==> src/rtl/panda_risc_v_rst_pkg.sv <==
// Shared constants for the reset sequencer: FSM encoding and counter widths.
package panda_risc_v_rst_pkg;

    localparam int unsigned RST_SEQ_CNT_W = 8;
    localparam int unsigned RST_SEQ_QTO_W = 16;

    localparam logic [2:0] RST_SEQ_RELEASE = 3'd0;
    localparam logic [2:0] RST_SEQ_RUN     = 3'd1;
    localparam logic [2:0] RST_SEQ_QUIESCE = 3'd2;
    localparam logic [2:0] RST_SEQ_ASSERT  = 3'd3;
    localparam logic [2:0] RST_SEQ_FULL    = 3'd4;

endpackage

==> src/rtl/panda_risc_v_rst_prio_pick.sv <==
// Lowest-set-bit finder over the domains still waiting for release.
module panda_risc_v_rst_prio_pick
    import panda_risc_v_rst_pkg::*;
#(
    parameter int unsigned W = 3
)(
    input  logic [W-1:0] req,
    output logic [W-1:0] grant_c,
    output logic         valid_c
);

    // Two's-complement trick isolates the lowest set bit.
    always_comb begin
        grant_c = req & (~req + W'(1));
        valid_c = |req;
    end

endmodule

==> src/rtl/panda_risc_v_rst_sequencer.sv <==
// Staggered domain reset release plus software partial/full reset handling.
// Optional quiesce watchdog: define PANDA_RST_SEQ_QUIESCE_TIMEOUT_EN.
module panda_risc_v_rst_sequencer
    import panda_risc_v_rst_pkg::*;
#(
    parameter int unsigned DOM_N       = 3,
    parameter int unsigned RELEASE_GAP = 8,
    parameter int unsigned HOLD_CYCLES = 16
`ifdef PANDA_RST_SEQ_QUIESCE_TIMEOUT_EN
    ,
    parameter int unsigned QUIESCE_TIMEOUT = 256
`endif
)(
    input  logic             clk,
    input  logic             resetn,
    input  logic             part_rst_req,
    input  logic [DOM_N-1:0] part_rst_mask,
    input  logic             full_rst_req,
    output logic             busy,
    output logic [DOM_N-1:0] quiesce_req,
    input  logic [DOM_N-1:0] quiesce_ack,
    output logic [DOM_N-1:0] dom_resetn,
    output logic             sw_reset,
    output logic             timeout_flag
);

    logic [2:0]               state, state_nxt;
    logic [RST_SEQ_CNT_W-1:0] cnt, cnt_nxt;
    logic [DOM_N-1:0]         mask_q, mask_nxt;
    logic [DOM_N-1:0]         rem_q, rem_nxt;
    logic [DOM_N-1:0]         dom_nxt;
    logic [DOM_N-1:0]         qreq_nxt;
    logic                     sw_nxt;
    logic                     busy_nxt;
    logic                     quiesce_done;
    logic [DOM_N-1:0]         pick_grant;
    logic                     pick_valid;

`ifdef PANDA_RST_SEQ_QUIESCE_TIMEOUT_EN
    logic [RST_SEQ_QTO_W-1:0] qto_cnt, qto_cnt_nxt;
    logic                     timeout_nxt;
`endif

    panda_risc_v_rst_prio_pick #(
        .W (DOM_N)
    ) u_prio_pick (
        .req     (rem_q),
        .grant_c (pick_grant),
        .valid_c (pick_valid)
    );

    always_comb begin
        state_nxt    = state;
        cnt_nxt      = cnt;
        mask_nxt     = mask_q;
        rem_nxt      = rem_q;
        dom_nxt      = dom_resetn;
        sw_nxt       = sw_reset;
        quiesce_done = ((quiesce_ack & mask_q) == mask_q);
`ifdef PANDA_RST_SEQ_QUIESCE_TIMEOUT_EN
        qto_cnt_nxt  = qto_cnt;
        timeout_nxt  = timeout_flag;
`endif

        case (state)
            RST_SEQ_RELEASE: begin
                // Empty remaining mask means the last masked domain went out last cycle.
                if (!pick_valid) begin
                    state_nxt = RST_SEQ_RUN;
                    cnt_nxt   = '0;
                end else if (cnt == RST_SEQ_CNT_W'(RELEASE_GAP - 1)) begin
                    dom_nxt = dom_resetn | pick_grant;
                    rem_nxt = rem_q & ~pick_grant;
                    cnt_nxt = '0;
                end else begin
                    cnt_nxt = cnt + RST_SEQ_CNT_W'(1);
                end
            end
            RST_SEQ_RUN: begin
                if (full_rst_req) begin
                    state_nxt = RST_SEQ_FULL;
                    sw_nxt    = 1'b1;
                end else if (part_rst_req && (part_rst_mask != '0)) begin
                    state_nxt = RST_SEQ_QUIESCE;
                    mask_nxt  = part_rst_mask;
`ifdef PANDA_RST_SEQ_QUIESCE_TIMEOUT_EN
                    qto_cnt_nxt = '0;
                    timeout_nxt = 1'b0;
`endif
                end
            end
            RST_SEQ_QUIESCE: begin
`ifdef PANDA_RST_SEQ_QUIESCE_TIMEOUT_EN
                // Give up on stuck domains and reset them anyway.
                if (!quiesce_done) begin
                    if (qto_cnt == RST_SEQ_QTO_W'(QUIESCE_TIMEOUT - 1)) begin
                        quiesce_done = 1'b1;
                        timeout_nxt  = 1'b1;
                    end else begin
                        qto_cnt_nxt = qto_cnt + RST_SEQ_QTO_W'(1);
                    end
                end
`endif
                if (quiesce_done) begin
                    state_nxt = RST_SEQ_ASSERT;
                    dom_nxt   = dom_resetn & ~mask_q;
                    cnt_nxt   = '0;
                end
            end
            RST_SEQ_ASSERT: begin
                if (cnt == RST_SEQ_CNT_W'(HOLD_CYCLES - 1)) begin
                    state_nxt = RST_SEQ_RELEASE;
                    cnt_nxt   = '0;
                    rem_nxt   = mask_q;
                end else begin
                    cnt_nxt = cnt + RST_SEQ_CNT_W'(1);
                end
            end
            RST_SEQ_FULL: begin
                sw_nxt = 1'b1;
            end
            default: begin
                state_nxt = RST_SEQ_RELEASE;
            end
        endcase

        qreq_nxt = (state_nxt == RST_SEQ_QUIESCE) ? mask_nxt : '0;
        busy_nxt = (state_nxt != RST_SEQ_RUN);
    end

    always_ff @(posedge clk or negedge resetn) begin
        if (!resetn) begin
            state       <= RST_SEQ_RELEASE;
            cnt         <= '0;
            mask_q      <= '1;
            rem_q       <= '1;
            dom_resetn  <= '0;
            quiesce_req <= '0;
            sw_reset    <= 1'b0;
            busy        <= 1'b1;
        end else begin
            state       <= state_nxt;
            cnt         <= cnt_nxt;
            mask_q      <= mask_nxt;
            rem_q       <= rem_nxt;
            dom_resetn  <= dom_nxt;
            quiesce_req <= qreq_nxt;
            sw_reset    <= sw_nxt;
            busy        <= busy_nxt;
        end
    end

`ifdef PANDA_RST_SEQ_QUIESCE_TIMEOUT_EN
    always_ff @(posedge clk or negedge resetn) begin
        if (!resetn) begin
            qto_cnt      <= '0;
            timeout_flag <= 1'b0;
        end else begin
            qto_cnt      <= qto_cnt_nxt;
            timeout_flag <= timeout_nxt;
        end
    end
`else
    assign timeout_flag = 1'b0;
`endif

endmodule

==> config.mk <==
export PLATFORM = sky130hd
export DESIGN_NAME = panda_risc_v_rst_sequencer
export DESIGN_NICKNAME = d
export VERILOG_FILES = /design/src/rtl/panda_risc_v_rst_pkg.sv /design/src/rtl/panda_risc_v_rst_prio_pick.sv /design/src/rtl/panda_risc_v_rst_sequencer.sv
export SDC_FILE = /design/constraint.sdc
export NUM_CORES = 1
export LEC_CHECK = 0
export CORE_MARGIN = 2
export CORE_UTILIZATION = 56
export DETAILED_ROUTE_END_ITERATION = 8
export HOLD_SLACK_MARGIN = 0.1
export PLACE_DENSITY = 0.84
export SLEW_MARGIN = 40
export SYNTH_ARGS = -nofsm -noshare
export SYNTH_HDL_FRONTEND = slang
export SYNTH_SLANG_ARGS = --single-unit
==> constraint.sdc <==
create_clock -name clk -period 4.45 [get_ports clk]
set_input_delay 0.89 -clock clk [delete_from_list [all_inputs] [get_ports clk]]
set_output_delay 0.89 -clock clk [all_outputs]
set_load 0.02 [all_outputs]
# Yosys cells after proc, flatten, opt, wreduce, memory -nomap -nowiden
# Index checks and enable logic that the tools add are counted.
# totals
wordCells	69
regBits	25
out_inout_bits	9
in_bits	10
# classes
eq_ne	14
addsub	2
reduce_logical	12
mux	25
bitwise_logic	8
# ops
cell	count
$mux 3	15
$mux 8	4
$pmux 8 s3	1
$pmux 3 s5	1
$and 3x3->3	4
$pmux 3 s2	2
$ne 2x2->1 const B	5
$eq 3x2->1 const B	3
$not 3->3	3
$add 8x1->8 const B	1
$eq 8x3->1 const B	1
$eq 8x4->1 const B	1
$reduce_and 4->1	2
$reduce_bool 2->1	3
$reduce_bool 3->1	2
$reduce_and 2->1	2
$add 3x1->3 const B	1
$eq 3x1->1 const B	1
$eq 3x3->1	1
$eq 3x3->1 const B	1
$logic_not 3->1	1
$ne 3x1->1 const B	1
$or 3x3->3	1
$reduce_or 3->1	1
3 further kinds	3

# Logic depth before layout (Yosys ltp)
# Gate-level depths: netlist (run 1).
# logic_depth
word_depth	8
depth_mapped	6
mapped_depth_nobuf	5

# Hierarchy
# A second synthesis (run 1) with hierarchy kept.
# hier_totals
hier_cells	134
hier_area_um2	1313.8
# by_module_without_submodules
module	cells_each	area_per_inst_um2	instances	seq_area_each_um2
panda_risc_v_rst_sequencer	130	1286.2	1	634.4
panda_risc_v_rst_prio_pick	4	27.5	1	0.0

# Least setup slack after synthesis (run 1)
# OpenSTA, ideal clock, no wires.
# synth_timing
kind	input to register
start	in full_rst_req
end	reg mask_q[0]
t_arrival_ps	1951
path_buffers	0
setup_ps	82
stages	3
slack_ps	2417
path_cell_list	nand2b_1 -> nor4b_2 -> mux2_2
# synth_via
elab_chain_cells	2
# synth_rtl
element	line	rtl
from (decl)	panda_risc_v_rst_sequencer.sv:18	input logic full_rst_req,
$mux 3	panda_risc_v_rst_sequencer.sv:80	if (full_rst_req) begin
$mux 3	panda_risc_v_rst_sequencer.sv:65	case (state)
named net mask_nxt[0]	panda_risc_v_rst_sequencer.sv:29	logic [DOM_N-1:0] mask_q, mask_nxt;
to (signal assigned)	panda_risc_v_rst_sequencer.sv:144	mask_q <= mask_nxt;
to (decl)	panda_risc_v_rst_sequencer.sv:29	
# The timed path passes the listed nets, and every way through them passes these cells.
# A chain may end at the register's enable or synchronous reset.

# Worst setup path after layout (run 1)
# layout_timing
start	reg busy
end	out busy
# layout_rtl
element	line	rtl
from (decl)	panda_risc_v_rst_sequencer.sv:19	output logic busy,
from (signal assigned)	panda_risc_v_rst_sequencer.sv:149	busy <= busy_nxt;
# No word-level cell between the ends.

==> results list, run 1 <==
* Outcome: completed
- The number of global-route vias before repair came to 1,081.
- The clock drives 25 sinks.
* Family of cells with the greatest summed delay on the critical path: buffers and inverters
* Pwr per Cell Area: 470 mW/mm^2
- The initial antenna violation count came to 0.
- Critical path data required time: 3.56 ns
- WP data arrival: 1.44 ns
- First-pass GRT wire length: 5020 microns
- The die is 53.3 microns wide.
- Fin util: 69.3%
- Achievable Freq: 0.429 GHz
- Instance count of the mapped netlist: 139
- After synthesis the netlist holds a flip-flop and latch count of 25.
- Worst max-slew margin expressed relative to the limit: 54.6%
- Net count reported at finish: 167
* Synth Cell Area: 0.00136 sq mm
* Initial DRC Count: 24
* # IOs: 19
- At the end of routability-driven placement, the weighted congestion stood at 0.828.
* Crit-path cells: clkdlybuf4s50_1
* Drt total wl: 2870 microns
- Number of buffers added by the clock tree synthesis step: 3
- In the final layout, the share of cells above drive strength 1 is 13.5%.
- For this run, the slowest stage of the critical path takes 0.59 ns.
- Clk_lat worst skew: 0.31 ns
- On the final layout, the worst clock skew is 0.00591 ns.
* EDFF count, synth: 0
* Overall overflow remaining after global route: 0
* Final number of max-transition violations: 0
* Net count of the mapped netlist: 150
- Of the available clock period, the critical path in the final layout requires 52.3%.
- Global routing used 24.2% of the available tracks across all layers.
- Transition time at the pin with the least slew margin: 0.679 ns
- Sort of element at the end of the critical path: output pin
- The number of failing hold endpoints at the final stage came to 0.
- Post-DP HPWL: 2140 microns
* Post-CTS Hold Buffers: 0
- Async set-reset flop share out of synthesis: 100%
- For this run, design rule violations remaining after detail routing come to 0.
- Unrepaired setup endpoints after global routing: false
- Count of buffering cells on the critical path with inverters included: 1
- Post-Synthesis Mean Instance Area: 9.78 sq um
- Port buffering added 17 buffers.
- The layout has 184 filler cells.
- Final Setup Violations: 0
* Count of instances resized after the clock tree is built: 0
- CTS Root Cell: sky130_fd_sc_hd__clkbuf_4
- Antenna viol nets, final: 0
* Slowest stage cell on the critical path: sky130_fd_sc_hd__clkdlybuf4s50_1
* Diode insertion count for antenna repair: 0
- The worst hold path belongs to the class reg -> reg.
- Total core area: 0.00225 sq mm
* Min Clock Period, post-route: 2.33 ns
* Number of detailed-route iterations in the first pass: 4
- Max-cap violations: 0
- TritonCTS clock tree: built
- The floorplan step set the die height to 53.3 microns.
* Startpoint class of the critical path: flip-flop
- After detailed routing, the average wire length per cell comes to 15.7 microns.
- Starting density of the core: 60.3%
- Floorplan die area: 0.00284 sq mm
* Count of synthesis-stage warnings from yosys: 0
- Sequential-to-total area share from yosys stat: 46.7%
* Clk pin slew, worst setup/hold paths: 0.13 ns
* Growth of design area from synthesis to finish: 15.0%
- The worst-case IR drop observed on VDD is 0.000354 V.
* Post-detailed-route via-to-cell ratio: 6.40
- The number of different library cells used by synthesis comes to 41.
- Static leakage power: 0.000622 uW
- In this run the worst path has a maximum fanout of 1.
* Most frequently used flop master after synthesis: sky130_fd_sc_hd__dfrtp_1
- CTS built an H-tree with a depth of 1.
- Critical path class: reg -> out
* Row count: 17
- Largest net degree at the start of global routing: 26
- Summed over all failing endpoints, the final setup total negative slack is 0 ns.
- In this run the post-CTS setup repair buffer count came out at 0.
- The longest clock path from root to sink contains 2 buffers.
- Detailed routing inserted a total of 1,171 vias.
power breakdown:
part	switching [uW]	internal, uW	leakage [uW]
logic	152	120	0.000299
registers	70.0	294	0.000309
clock network	64.2	35.1	0.0000150
placed cells by master, fill, tap and decap left out, types with 2 or more instances in the layout:
cell                              Yosys  routed
sky130_fd_sc_hd__dfrtp_1             18      18
sky130_fd_sc_hd__clkdlybuf4s50_1      0      16
sky130_fd_sc_hd__nand2_1             15      15
sky130_fd_sc_hd__o21ai_0             10      10
sky130_fd_sc_hd__a21oi_1              8       8
sky130_fd_sc_hd__a22o_1               8       8
sky130_fd_sc_hd__dfstp_2              7       7
sky130_fd_sc_hd__nand2b_1             6       6
sky130_fd_sc_hd__nor2_1               6       6
sky130_fd_sc_hd__nand3_1              5       5
sky130_fd_sc_hd__inv_1                5       5
sky130_fd_sc_hd__nor3_1               4       4
sky130_fd_sc_hd__a221o_1              4       4
sky130_fd_sc_hd__or3_1                3       3
sky130_fd_sc_hd__o211ai_1             3       3
sky130_fd_sc_hd__clkbuf_4             0       3
sky130_fd_sc_hd__nor3b_1              2       2
sky130_fd_sc_hd__nand4_1              2       2
sky130_fd_sc_hd__mux2_2               2       2
sky130_fd_sc_hd__or2_2                2       2
sky130_fd_sc_hd__and3_1               2       2
sky130_fd_sc_hd__a21o_1               2       2
sky130_fd_sc_hd__a31oi_1              2       2
final timing paths:
path | slack (ns) | cells past startpoint | start | end
min in group asynchronous | 0.54 | 1 | resetn | cnt[4]
min | 0.49 | 1 | sw_reset | sw_reset
min reg2reg | 0.49 | 1 | sw_reset | sw_reset
max in group asynchronous | 3.55 | 1 | resetn | mask_q[2]
max | 2.12 | 1 | busy | busy
max reg2reg | 2.34 | 4 | cnt[4] | cnt[5]
cell families after synthesis:
logic type      share of synthesized area [%]
compound gates                           25.3
fa+ha+maj                               0.921
buf+inv                                  3.04
flops                                    46.7
mux                                      1.66
other cells                             0.276
simple gates                             22.1
through the flow:
stage	worst slack (ns)	instance area, sq um	std cells	hold WS, ns	power (uW)
floorplan	2.42	1360	139	0.493	537
global placement	1.91	1540	179	0.458	631
detailed placement	1.81	1540	179	0.460	639
CTS	2.12	1560	183	0.492	737
global route	2.08	1560	183	0.511	784
finish	2.12	1560	183	0.488	735
state kept, by name, indices dropped and copies added, names as in the netlist:
signal and count:
rem_q 3, quiesce_req 3, state 3, busy 1, mask_q 3, cnt 8
sw_reset 1, dom_resetn 3
area by class of cell:
type                            count  area, sq um  share of cell area (%)
Multi-Input combinational cell    104          683                    43.7
Sequential cell                    25          634                    40.6
Inverter                            5         18.8                    1.20
Clock buffer                        4         26.3                    1.68
Tap cell                           28         35.0                    2.24
Timing Repair Buffer               17          165                    10.6
worst reg2reg max path: stages, from the launching register on:
cell	delay (ns)
sky130_fd_sc_hd__dfrtp_1	0.48
sky130_fd_sc_hd__or4_4	0.60
sky130_fd_sc_hd__o311ai_4	0.39
sky130_fd_sc_hd__a211oi_2	0.20
sky130_fd_sc_hd__a221o_1	0.34
metal layers:
metal	vias to the layer above	share of wire (%)	track usage, %
met5	-	0	0
met4	0	1.4	7.26
met3	5	5.1	2.54
met2	41	47	36.8
met1	570	46	35.9
li1	555	-	-
cell usage after synthesis, drive strengths merged (2+ instances only):
cell type | count | area share [%]
o211ai | 3 | 1.7
a21o | 2 | 1.1
or3 | 3 | 1.4
clkbuf | 4 | 1.1
nor2 | 6 | 1.7
dfrtp | 18 | 33
nand4 | 2 | 0.92
a221o | 4 | 2.9
or2 | 2 | 0.92
a22o | 8 | 5.2
a31oi | 2 | 0.92
nand2 | 15 | 4.1
a21oi | 8 | 2.9
dfstp | 7 | 14
and3 | 2 | 0.92
nor3 | 5 | 2.2
inv | 5 | 1.4
mux2 | 2 | 1.7
nor3b | 2 | 1.1
nand3 | 5 | 1.8
nand2b | 6 | 2.8
o21ai | 12 | 4.7
No activity file was read; power rests on OpenSTA's default activity.
==> inputs of run 2 (changes only) <==
- CORE_ASPECT_RATIO: not set -> 2
- CORE_UTILIZATION: 56 -> 48
- PLACE_DENSITY: 0.84 -> 0.77
- clock period: 4.45 -> 1.9 ns (I/O delays scaled with it)
==> results list, run 2 (synthesized netlist as in run 1, its figures left out) <==
- Hold Violations, Final: 0
- Sort of element at the end of the critical path: flip-flop
- Setup violations remaining at the end of the flow were counted as 0.
* Antenna violations before repair: 0
- At the worst endpoint, the required time is 2.06 ns.
- Clock-pin slew was measured on the worst setup and hold paths at 0.09 ns.
* Flip-flop count of the largest register, all copies and words added: 8
- Power Internal: 1180 uW
* Die height: 79.2 microns
- Combinational cells account for 39.1% of the total power.
- In the layout the commonest cells are sky130_fd_sc_hd__dfrtp_1 (18), sky130_fd_sc_hd__clkdlybuf4s50_1 (17), sky130_fd_sc_hd__nand2_1 (15), sky130_fd_sc_hd__buf_4 (15), sky130_fd_sc_hd__o21ai_0 (10).
* Starting density of the core: 49.7%
* Sequential cell fraction of total power: 44.2%
- DRC violations left: 0
- In the post-route analysis, the smallest setup slack over all paths is 0.00703 ns.
* DR WL/cell: 17.5 microns
- Largest driver fanout on the critical path: 5
- Net count reported at finish: 183
* Growth of design area from synthesis to finish: 26.1%
- Global-route usage over all layers: 22.5%
* Achievable Freq: 0.528 GHz
- The clock passes through at most 2 buffers.
* Met2 Use GR: 42.5%
- The floorplan step set the die width to 41.6 microns.
- Floorplan die area: 0.00330 sq mm
- Entering global routing, the biggest net connects 26 pins.
* Post-detailed-route via-to-cell ratio: 6.18
- The library cell used most frequently in the layout, excluding fill and tap cells, is sky130_fd_sc_hd__dfrtp_1.
* TritonCTS clock tree: built
- Setup total negative slack on the finished layout was measured at 0 ns.
- Largest register by flop count: cnt
- Total core area: 0.00274 sq mm
- Post-route non-filler standard cell count: 200
* Final Instance Area: 0.00171 sq mm
- For the final database, setup skew stands at 0.00278 ns.
- Net switching is 38.3% of the power.
- Crit-path cells: or4_4 -> o311ai_4 -> a211oi_2 -> a221o_1
- Final number of max-transition violations: 0
* Type of the most critical hold path: in -> async
* Clock sink count: 25
* # IOs: 19
- For this design the ratio of total power to cell area is 1110 mW/mm^2.
* CTS Root Cell: sky130_fd_sc_hd__clkbuf_8
* Count of buffers from port buffering: 17
- The flow ran to the end, and the final reports show no timing, DRC or antenna violations.
* Worst slack at placement: -0.0117 ns
- Family of cells with the greatest summed delay on the critical path: compound AO/OA/AOI/OAI gates
* First-pass GRT wire length: 5550 microns
- The worst path uses 99.6% of the clock period.
- The analysis attributes to cell leakage a power of 0.000715 uW.
- The worst-case IR drop observed on VDD is 0.000643 V.
* Placed Cells incl. Taps: 194
- Layout cells sized above 1: 21.6%
* Post-DP HPWL: 2690 microns
- CTS HTree Levels: 1
- In this run the power spent charging and discharging nets is 731 uW.
- For met3 alone, demand over resource in global routing was 3.86%.
- Wires add up to 3500 microns.
- WP data arrival: 2.05 ns
- In this run the worst setup path begins at cnt[5].
- Max-cap violations: 0
* Vias after detailed routing: 1,236
- TritonCTS created 3 clock buffers.
* Min Clock Period, post-route: 1.89 ns
- Total power of the final layout: 1910 uW
* Antenna viol nets, final: 0
* Met1 usage in global routing: 20.4%
- Hold repair after CTS inserted 0 buffers.
- Counting both buffers and inverters, the worst setup path holds a total of 0.
* Maximum single-stage delay on the critical path: 0.59 ns
- The number of global-route vias before repair is 1,269.
- Clk_lat worst skew: 0.27 ns
* Slowest stage cell on the critical path: sky130_fd_sc_hd__or4_4
- Row count: 27
- Setup repair after global routing could not meet its margin everywhere.
- In this run, the number of DRC markers left after iteration 0 of detailed routing was 31.
* Post-Place Cell Area: 0.00165 sq mm
- Most crowded layer after global routing: met2
- The number of antenna diodes in the final layout is 0.
* Overall overflow remaining after global route: 0
- Startpoint class of the critical path: flip-flop
- Clk pwr share: 16.7%
- Beginning of the worst register-to-register path: cnt[5]
- Critical path class: reg -> reg
- Routability-driven placement finished with a final weighted congestion of 0.835.
- Number of detailed-route iterations in the first pass: 4
-- run 2: cell types whose count changed in the layout (fill, tap and decap cells not counted) --
| cell | previous run | this run |
|---|---|---|
| sky130_fd_sc_hd__buf_2 | 1 | 0 |
| sky130_fd_sc_hd__buf_4 | 0 | 15 |
| sky130_fd_sc_hd__buf_6 | 0 | 1 |
| sky130_fd_sc_hd__clkbuf_1 | 1 | 0 |
| sky130_fd_sc_hd__clkbuf_4 | 3 | 0 |
| sky130_fd_sc_hd__clkbuf_8 | 0 | 3 |
| sky130_fd_sc_hd__clkdlybuf4s50_1 | 16 | 17 |
| sky130_fd_sc_hd__clkinv_2 | 0 | 1 |
-- run 2: repair_timing --
item,in CTS,in global routing
endpoints found under the hold margin,0,0
endpoints found under the setup margin,0,4
buffers inserted,0,2
gates resized for setup,0,1
-- run 2: worst register-to-register path, cell delays in order (launching register included) --
cell and delay (ns):
sky130_fd_sc_hd__dfrtp_1 0.39, sky130_fd_sc_hd__or4_4 0.59, sky130_fd_sc_hd__o311ai_4 0.30, sky130_fd_sc_hd__a211oi_2 0.18, sky130_fd_sc_hd__a221o_1 0.33
-- run 2: layout make-up --
type | count | area (sq um)
Timing Repair Buffer | 33 | 294
Clock inverter | 1 | 5.00
Clock buffer | 3 | 41.3
Inverter | 5 | 18.8
Sequential cell | 25 | 634
Multi-Input combinational cell | 104 | 683
Tap cell | 29 | 36.3
Fill cell | 214 | 1020
-- run 2: final timing paths --
path / end / cells past startpoint / slack, ns
worst max-delay path: cnt[7] / 4 / 0.007
worst min-delay path: cnt[0] / 2 / 0.47
worst max register to register: cnt[7] / 4 / 0.007
worst min register to register: sw_reset / 1 / 0.48
max in group asynchronous: mask_q[1] / 2 / 1.14
min in group clk: sw_reset / 1 / 0.48
-- run 2: layer usage --
layer | vias up | part of all wire, %
met5 | - | 0
met4 | 0 | 4.7
met3 | 15 | 2.4
met2 | 29 | 56
met1 | 603 | 37
li1 | 589 | -
-- run 2: power groups by stage --
stage / logic, uW / clock network [uW] / registers [uW]
final: 746 / 318 / 843
after global routing: 812 / 342 / 865
after CTS: 747 / 321 / 841
after detailed placement: 743 / 0 / 853
after global placement: 724 / 0 / 848
after floorplan: 425 / 0 / 833
-- run 2: stage by stage --
step           hold slack [ns]  util (%)
2_1_floorplan           0.0844         -
3_3_place_gp             0.449      60.2
3_5_place_dp             0.462      60.2
4_1_cts                  0.477      61.9
5_1_grt                  0.495      62.6
6_report                 0.474      62.6
